[src/rtl/ct_rst_pkg.sv]
// Shared definitions for the core reset sequencer: FSM states, unit indices, flush mask.
// Latency: n/a (types and constants only).
// Backpressure: n/a.
package ct_rst_pkg;

   // Sequencer states
   typedef enum logic [2:0] {
      ST_RST   = 3'd0,
      ST_HOLD  = 3'd1,
      ST_REL   = 3'd2,
      ST_RUN   = 3'd3,
      ST_FLUSH = 3'd4
   } seq_state_t;

   // Unit positions within unit_rst_b; release order follows index order
   localparam int UNIT_IFU      = 0;
   localparam int UNIT_IDU      = 1;
   localparam int UNIT_LSU      = 2;
   localparam int UNIT_FPU      = 3;
   localparam int UNIT_MMU      = 4;
   localparam int UNIT_HAD      = 5;
   localparam int UNIT_IDU_ARCH = 6;

   localparam int DEF_NUM_UNITS = 7;

   // Everything except the architectural IDU state is wiped by fence.t
   localparam logic [DEF_NUM_UNITS-1:0] DEF_UARCH_MASK = 7'b0111111;

   // Bits needed to hold max_val, never less than one
   function automatic int cnt_width(input int max_val);
      return (max_val < 2) ? 1 : $clog2(max_val + 1);
   endfunction

endpackage

[src/rtl/ct_rst_seq_ctrl_if.sv]
// Bundle of the sequencer's flush handshake and reset/status outputs.
// Latency: n/a (wires only).
// Backpressure: fencet_req is a level held by the requester until fencet_ack.
interface ct_rst_seq_ctrl_if #(
   parameter int NUM_UNITS = 7
);
   logic                 fencet_req;
   logic                 fencet_ack;
   logic [NUM_UNITS-1:0] unit_rst_b;
   logic                 seq_busy;
   logic                 seq_done;

   // Sequencer side
   modport slave (
      input  fencet_req,
      output fencet_ack,
      output unit_rst_b,
      output seq_busy,
      output seq_done
   );

   // Requester / consumer side
   modport master (
      output fencet_req,
      input  fencet_ack,
      input  unit_rst_b,
      input  seq_busy,
      input  seq_done
   );
endinterface

[src/rtl/ct_rst_sync.sv]
// Reset synchronizer: asserts asynchronously, releases after SYNC_STAGES clock edges.
// Latency: SYNC_STAGES rising edges from async_corerst_b rise to sync_rst_b high.
// Backpressure: none.
module ct_rst_sync #(
   parameter int SYNC_STAGES = 3
) (
   input  logic forever_coreclk,
   input  logic async_corerst_b,
   output logic sync_rst_b
);

   logic [SYNC_STAGES-1:0] sync_q;

   // Shift a one in from the bottom once reset is released
   always_ff @(posedge forever_coreclk or negedge async_corerst_b) begin
      if (!async_corerst_b) begin
         sync_q <= '0;
      end else begin
         sync_q <= (sync_q << 1) | SYNC_STAGES'(1);
      end
   end

   assign sync_rst_b = sync_q[SYNC_STAGES-1];

endmodule

[src/rtl/ct_rst_seq_ctrl.sv]
// Core reset sequencer: staged per-unit reset release after power-on and after fence.t flush.
// Latency: unit i released SYNC_STAGES+HOLD_CYC+1+i*GAP_CYC edges after reset release; flush ack HOLD_CYC+(NUM_UNITS-1)*GAP_CYC edges after req.
// Backpressure: fencet_req is only taken in RUN and not in the ack cycle; otherwise it simply waits.
module ct_rst_seq_ctrl
   import ct_rst_pkg::*;
#(
   parameter int                   NUM_UNITS   = DEF_NUM_UNITS,
   parameter int                   SYNC_STAGES = 3,
   parameter int                   HOLD_CYC    = 8,
   parameter int                   GAP_CYC     = 4,
   parameter logic [NUM_UNITS-1:0] UARCH_MASK  = NUM_UNITS'(DEF_UARCH_MASK)
) (
   input  logic                    forever_coreclk,
   input  logic                    async_corerst_b,
   input  logic                    pad_yy_scan_mode,
   input  logic                    pad_yy_scan_rst_b,
   ct_rst_seq_ctrl_if.slave        bus
);

   localparam int HOLD_W = cnt_width(HOLD_CYC - 1);
   localparam int GAP_W  = cnt_width(GAP_CYC - 1);
   localparam int IDX_W  = cnt_width(NUM_UNITS - 1);

   localparam logic [HOLD_W-1:0] HOLD_LD  = HOLD_W'(HOLD_CYC - 1);
   localparam logic [GAP_W-1:0]  GAP_LD   = GAP_W'(GAP_CYC - 1);
   localparam logic [IDX_W-1:0]  LAST_IDX = IDX_W'(NUM_UNITS - 1);

   logic                 sync_rst_b;

   seq_state_t           state_q,    state_d;
   logic [HOLD_W-1:0]    hold_cnt_q, hold_cnt_d;
   logic [GAP_W-1:0]     gap_cnt_q,  gap_cnt_d;
   logic [IDX_W-1:0]     idx_q,      idx_d;
   logic [IDX_W-1:0]     idx_inc;
   logic [NUM_UNITS-1:0] unit_rst_q, unit_rst_d;
   logic                 flush_pend_q, flush_pend_d;
   logic                 fencet_ack_q, fencet_ack_d;

   ct_rst_sync #(
      .SYNC_STAGES (SYNC_STAGES)
   ) u_sync (
      .forever_coreclk (forever_coreclk),
      .async_corerst_b (async_corerst_b),
      .sync_rst_b      (sync_rst_b)
   );

   assign idx_inc = idx_q + IDX_W'(1);

   // Sequencer state, counters and the unit reset flops themselves
   always_ff @(posedge forever_coreclk or negedge async_corerst_b) begin
      if (!async_corerst_b) begin
         state_q      <= ST_RST;
         hold_cnt_q   <= '0;
         gap_cnt_q    <= '0;
         idx_q        <= '0;
         unit_rst_q   <= '0;
         flush_pend_q <= 1'b0;
         fencet_ack_q <= 1'b0;
      end else begin
         state_q      <= state_d;
         hold_cnt_q   <= hold_cnt_d;
         gap_cnt_q    <= gap_cnt_d;
         idx_q        <= idx_d;
         unit_rst_q   <= unit_rst_d;
         flush_pend_q <= flush_pend_d;
         fencet_ack_q <= fencet_ack_d;
      end
   end

   // Next-state: hold, then release one unit per gap, then run / accept flushes
   always_comb begin
      state_d      = state_q;
      hold_cnt_d   = hold_cnt_q;
      gap_cnt_d    = gap_cnt_q;
      idx_d        = idx_q;
      unit_rst_d   = unit_rst_q;
      flush_pend_d = flush_pend_q;
      fencet_ack_d = 1'b0;

      case (state_q)
         ST_RST: begin
            if (sync_rst_b) begin
               state_d    = ST_HOLD;
               hold_cnt_d = HOLD_LD;
            end
         end

         ST_HOLD, ST_FLUSH: begin
            if (hold_cnt_q == '0) begin
               unit_rst_d[UNIT_IFU] = 1'b1;
               idx_d                = '0;
               gap_cnt_d            = GAP_LD;
               if (NUM_UNITS == 1) begin
                  // Single unit: its release is also the last one
                  state_d      = ST_RUN;
                  fencet_ack_d = flush_pend_q;
                  flush_pend_d = 1'b0;
               end else begin
                  state_d = ST_REL;
               end
            end else begin
               hold_cnt_d = hold_cnt_q - HOLD_W'(1);
            end
         end

         ST_REL: begin
            if (gap_cnt_q == '0) begin
               // Setting a bit that is already high (unmasked unit) is harmless
               unit_rst_d[idx_inc] = 1'b1;
               idx_d               = idx_inc;
               gap_cnt_d           = GAP_LD;
               if (idx_inc == LAST_IDX) begin
                  state_d      = ST_RUN;
                  fencet_ack_d = flush_pend_q;
                  flush_pend_d = 1'b0;
               end
            end else begin
               gap_cnt_d = gap_cnt_q - GAP_W'(1);
            end
         end

         ST_RUN: begin
            // The ack cycle masks the still-high req so one request gives one flush
            if (bus.fencet_req && !fencet_ack_q) begin
               unit_rst_d   = unit_rst_q & ~UARCH_MASK;
               state_d      = ST_FLUSH;
               hold_cnt_d   = HOLD_LD;
               flush_pend_d = 1'b1;
            end
         end

         default: begin
            state_d = ST_RST;
         end
      endcase
   end

   // Scan mux is the only logic after the reset flops
   assign bus.unit_rst_b = pad_yy_scan_mode ? {NUM_UNITS{pad_yy_scan_rst_b}} : unit_rst_q;
   assign bus.fencet_ack = fencet_ack_q & ~pad_yy_scan_mode;
   assign bus.seq_busy   = (state_q != ST_RUN);
   assign bus.seq_done   = (state_q == ST_RUN);

endmodule

[src/flat_wrapper.sv]
// flat-port wrapper written by rule: the top's interface ports become plain ports
module ct_rst_seq_ctrl_flat import ct_rst_pkg::*;
#(
   parameter int                   NUM_UNITS   = DEF_NUM_UNITS,
   parameter int                   SYNC_STAGES = 3,
   parameter int                   HOLD_CYC    = 8,
   parameter int                   GAP_CYC     = 4,
   parameter logic [NUM_UNITS-1:0] UARCH_MASK  = NUM_UNITS'(DEF_UARCH_MASK)
)
  (forever_coreclk, async_corerst_b, pad_yy_scan_mode, pad_yy_scan_rst_b, bus_fencet_req, bus_fencet_ack, bus_unit_rst_b, bus_seq_busy, bus_seq_done);
  ct_rst_seq_ctrl_if #(.NUM_UNITS(NUM_UNITS)) bus_i ();
  input  logic forever_coreclk;
  input  logic async_corerst_b;
  input  logic pad_yy_scan_mode;
  input  logic pad_yy_scan_rst_b;
  input wire logic [$bits(bus_i.fencet_req)-1:0] bus_fencet_req;
  output wire logic [$bits(bus_i.fencet_ack)-1:0] bus_fencet_ack;
  output wire logic [$bits(bus_i.unit_rst_b)-1:0] bus_unit_rst_b;
  output wire logic [$bits(bus_i.seq_busy)-1:0] bus_seq_busy;
  output wire logic [$bits(bus_i.seq_done)-1:0] bus_seq_done;
  assign bus_i.fencet_req = bus_fencet_req;
  assign bus_fencet_ack = bus_i.fencet_ack;
  assign bus_unit_rst_b = bus_i.unit_rst_b;
  assign bus_seq_busy = bus_i.seq_busy;
  assign bus_seq_done = bus_i.seq_done;
  ct_rst_seq_ctrl #(.NUM_UNITS(NUM_UNITS), .SYNC_STAGES(SYNC_STAGES), .HOLD_CYC(HOLD_CYC), .GAP_CYC(GAP_CYC), .UARCH_MASK(UARCH_MASK)) u_core (.forever_coreclk(forever_coreclk), .async_corerst_b(async_corerst_b), .pad_yy_scan_mode(pad_yy_scan_mode), .pad_yy_scan_rst_b(pad_yy_scan_rst_b), .bus(bus_i));
endmodule
[config.mk]
export PLATFORM = sky130hd
export DESIGN_NAME = ct_rst_seq_ctrl_flat
export DESIGN_NICKNAME = d
export VERILOG_FILES = /design/src/rtl/ct_rst_pkg.sv /design/src/rtl/ct_rst_seq_ctrl_if.sv /design/src/rtl/ct_rst_sync.sv /design/src/rtl/ct_rst_seq_ctrl.sv /design/src/flat_wrapper.sv
export SDC_FILE = /design/constraint.sdc
export NUM_CORES = 1
export LEC_CHECK = 0
export ABC_AREA = 1
export CORE_MARGIN = 1.5
export CORE_UTILIZATION = 52
export DETAILED_ROUTE_END_ITERATION = 16
export GPL_TIMING_DRIVEN = 0
export MAX_ROUTING_LAYER = met4
export PLACE_DENSITY = 0.75
export RECOVER_POWER = 25
export SLEW_MARGIN = 20
export SYNTH_ARGS = -nofsm -noshare
export SYNTH_HDL_FRONTEND = slang
export SYNTH_SLANG_ARGS = --single-unit
[constraint.sdc]
create_clock -name forever_coreclk -period 3.05 [get_ports forever_coreclk]
set_input_delay 0.4575 -clock forever_coreclk [delete_from_list [all_inputs] [get_ports forever_coreclk]]
set_output_delay 0.4575 -clock forever_coreclk [all_outputs]
set_load 0.02 [all_outputs]
==> out/metrics.yaml <==
critical_path:
  critical_path_arrival_ns: 1.98
  r2r_end: "u_core.unit_rst_q[3]"
  timing.rr.start: "u_core.hold_cnt_q[0]"
  critPathSlowestCell: "clkdlybuf4s50_1"
  reg2reg_slack_ns: 1.50
  crit_type: "input port to output port"
  critPathTopFamily: "buffers and inverters"
  critPathMaxFanout: 9
  r2r_cells: 10
  path_depth: 4
  crit_required_ns: 2.59
  endpoint_kind: "output port"
  worst_setup_path_start_kind: "input port"
  cp_cell_sequence: "clkdlybuf4s50_1 > nand2_1 > o21ai_0 > clkdlybuf4s50_1"
  crit_top_cell: "clkdlybuf4s50_1"
  critPathBufInv: 2
  slowest_delay_ns: 0.63
yosys:
  ys_types: 25
  netlist_area_sq_mm: 0.001313
  ys_ff_latch: 23
  synth_xor_area_share_pct: 0
  postSynthCellCount: 166
  synthSimpleGateAreaFrac_pct: 33.56
  avgSynthCellArea_sq_um: 7.907
  synth_warnings: 0
  synth_top_family_by_area: "simple AND/OR/NAND/NOR gates"
  ys_seq_area_share_pct: 43.85
  synthMuxAreaShare_pct: 0
  synth_compound_gate_area_share_pct: 8.389
  syn-num-nets: 176
  synth_fa_ha_area_share_pct: 4.766
floorplan:
  die_area_sq_mm: 0.002835
  core_sq_mm: 0.002432
  die_h_um: 53.24
  die_width_um: 53.24
  rows: 18
  floorplan.initialDensity_pct: 53.96
  boundaryPins: 15
detailed_routing:
  vias: 1072
  route.met3.wl_um: 71
  drt-vias-per-instance: 5.009
  met1_length_um: 1105
  first_pass_iters: 4
  post_drt_wl_per_cell_um: 11.29
  wirelength_um: 2417
  drc: 0
  initialDrtViolationCount: 18
  top_layer: "met4"
  detail-route-antenna-nets: 0
  met2_length_um: 1206
cts:
  holdBufCountCts: 0
  cts_buffers: 3
  clock-sinks: 23
  post_cts_resized: 0
  cts_root_buf: "clkbuf_4"
  clk_pin_slew_ns: 0.12
  clk_path_buf_depth: 2
  htreeDepth: 1
  cts_setup_buffers: 0
  tritoncts: "built"
  clk-insertion-delay-late_ns: 0.31
timing:
  drv_slew: 0
  post-route-min-period_ns: 2.435
  relSlewSlack_pct: 20.89
  final-hold-violation-count: 0
  finalSetupTns_ns: 0
  skew_ns: 0.003588
  finalSetupViolations: 0
  rsz0062_at_grt: "no"
  fmax_ghz: 0.4107
  period_share_pct: 79.84
  worst_pin_slew_ns: 1.187
cells_and_area:
  syn2layout_area_growth_pct: 15.06
  regArea_sq_um: 575.6
  nFillCells: 228
  final_cell_area_sq_mm: 0.001510
  final_common_cell: "nand2_1"
  insertedDiodeCount: 0
  layout-drive-gt1-share_pct: 13.04
  multi_input_area_sq_um: 616.8
  layout_common_cells: "45 x nand2_1, 25 x inv_1, 23 x dfrtp_1, 13 x nand3_1, 13 x clkdlybuf4s50_1"
  finalNetCount: 195
placed_design:
  io_buffers: 14
  place_area_sq_mm: 0.001490
  dp_hpwl_um: 1906
  gp_congestion: 0.8593
global_route:
  grt_pass1_wl_um: 4236
  antenna_found_initial: 0
  gr-total-overflow: 0
  grt_pass1_vias: 1028
  grt_usage_pct: 21.09
  grt_max_degree: 24
power:
  leakagePower_nw: 0.7914
  p_comb_share_pct: 56.6
  power_switching_w: 0.0006539
  seq_power_share_pct: 33.5
  p_int_w: 0.0007468
  ir_drop_v: 0.0005521
  clkPwrFrac_pct: 9.9
  sw_frac_of_total_pct: 46.68
  powerDensity_mw_per_mm2: 927.5
worst_hold_path:
  min_path_type: "input port to asynchronous set/reset pin"
flow_run:
  drv_cap: 0
status:
  outcome: "finished clean"
==> power groups by stage <==
stage	combinational (W)	sequential [W]	clock, W
final	0.000793	0.000469	0.000139
after global routing	0.000908	0.000482	0.000153
after CTS	0.000803	0.000470	0.000144
after detailed placement	0.000797	0.000477	0
after global placement	0.000771	0.000472	0
after floorplan	0.000614	0.000461	0
==> metrics by stage <==
step	total power [W]	setup WS (ns)	utilization (%)	cells	hold WS [ns]
floorplan	0.001075	1.649	-	166	0.1619
detailed placement	0.001274	0.5944	61.27	210	0.3371
CTS	0.001417	0.5890	62.35	214	0.3655
finish	0.001401	0.6150	62.09	214	0.3564
global route	0.001543	0.4972	62.09	214	0.3723
global placement	0.001243	0.6609	61.27	210	0.3353
==> sequential cells by signal, summed over array words and instances, names as in the netlist <==
name / cells
u_core.fencet_ack_q: 1
u_core.flush_pend_q: 1
u_core.gap_cnt_q: 2
u_core.hold_cnt_q: 3
u_core.idx_q: 3
u_core.state_q: 3
u_core.u_sync.sync_q: 3
u_core.unit_rst_q: 7
==> area by class of cell <==
| cell class | instances | area share, % |
|---|---|---|
| Multi-Input combinational cell | 113 | 40.85 |
| Sequential cell | 23 | 38.11 |
| Timing Repair Buffer | 14 | 8.865 |
| Inverter | 29 | 7.208 |
| Tap cell | 30 | 2.485 |
| Clock buffer | 4 | 1.740 |
| Buffer | 1 | 0.7456 |
==> worst max path at each step <==
| stage | startpoint | endpoint | slack, ns |
|---|---|---|---|
| 2_1_floorplan | pad_yy_scan_mode | bus_unit_rst_b[0] | 1.65 |
| 3_3_place_gp | pad_yy_scan_mode | bus_unit_rst_b[0] | 0.66 |
| 3_5_place_dp | pad_yy_scan_mode | bus_unit_rst_b[4] | 0.59 |
| 4_1_cts | pad_yy_scan_mode | bus_unit_rst_b[4] | 0.59 |
| 5_1_grt | pad_yy_scan_mode | bus_unit_rst_b[2] | 0.50 |
| 6_report | pad_yy_scan_mode | bus_unit_rst_b[6] | 0.61 |
==> synth_stat cells, drive strengths merged <==
master  number  area, sq um
nor3         1        5.000
nand4        3        25.02
a31oi        1        6.260
conb         1        3.750
o21ai       11        55.05
a21oi        3        15.01
buf          1        11.26
nand2       53        224.0
a21boi       3        26.27
and2         1        6.260
ha           5        62.56
o31ai        1        7.510
inv         29        108.9
nand3       15        85.08
nor2        15        95.09
dfrtp       23        575.6
==> cells by family after synthesis <==
| kind of cell | after synthesis |
|---|---|
| compound gates | 19 |
| fa+ha+maj | 5 |
| buf+inv | 30 |
| flops | 23 |
| other cells | 1 |
| simple gates | 88 |
==> layer usage <==
layer  up-vias  track usage, %
li1        556               -
met1       491           23.88
met2        20           37.24
met3         5           3.107
met4         0           8.120
met5         -               -
No activity file was read; power rests on OpenSTA's default activity.
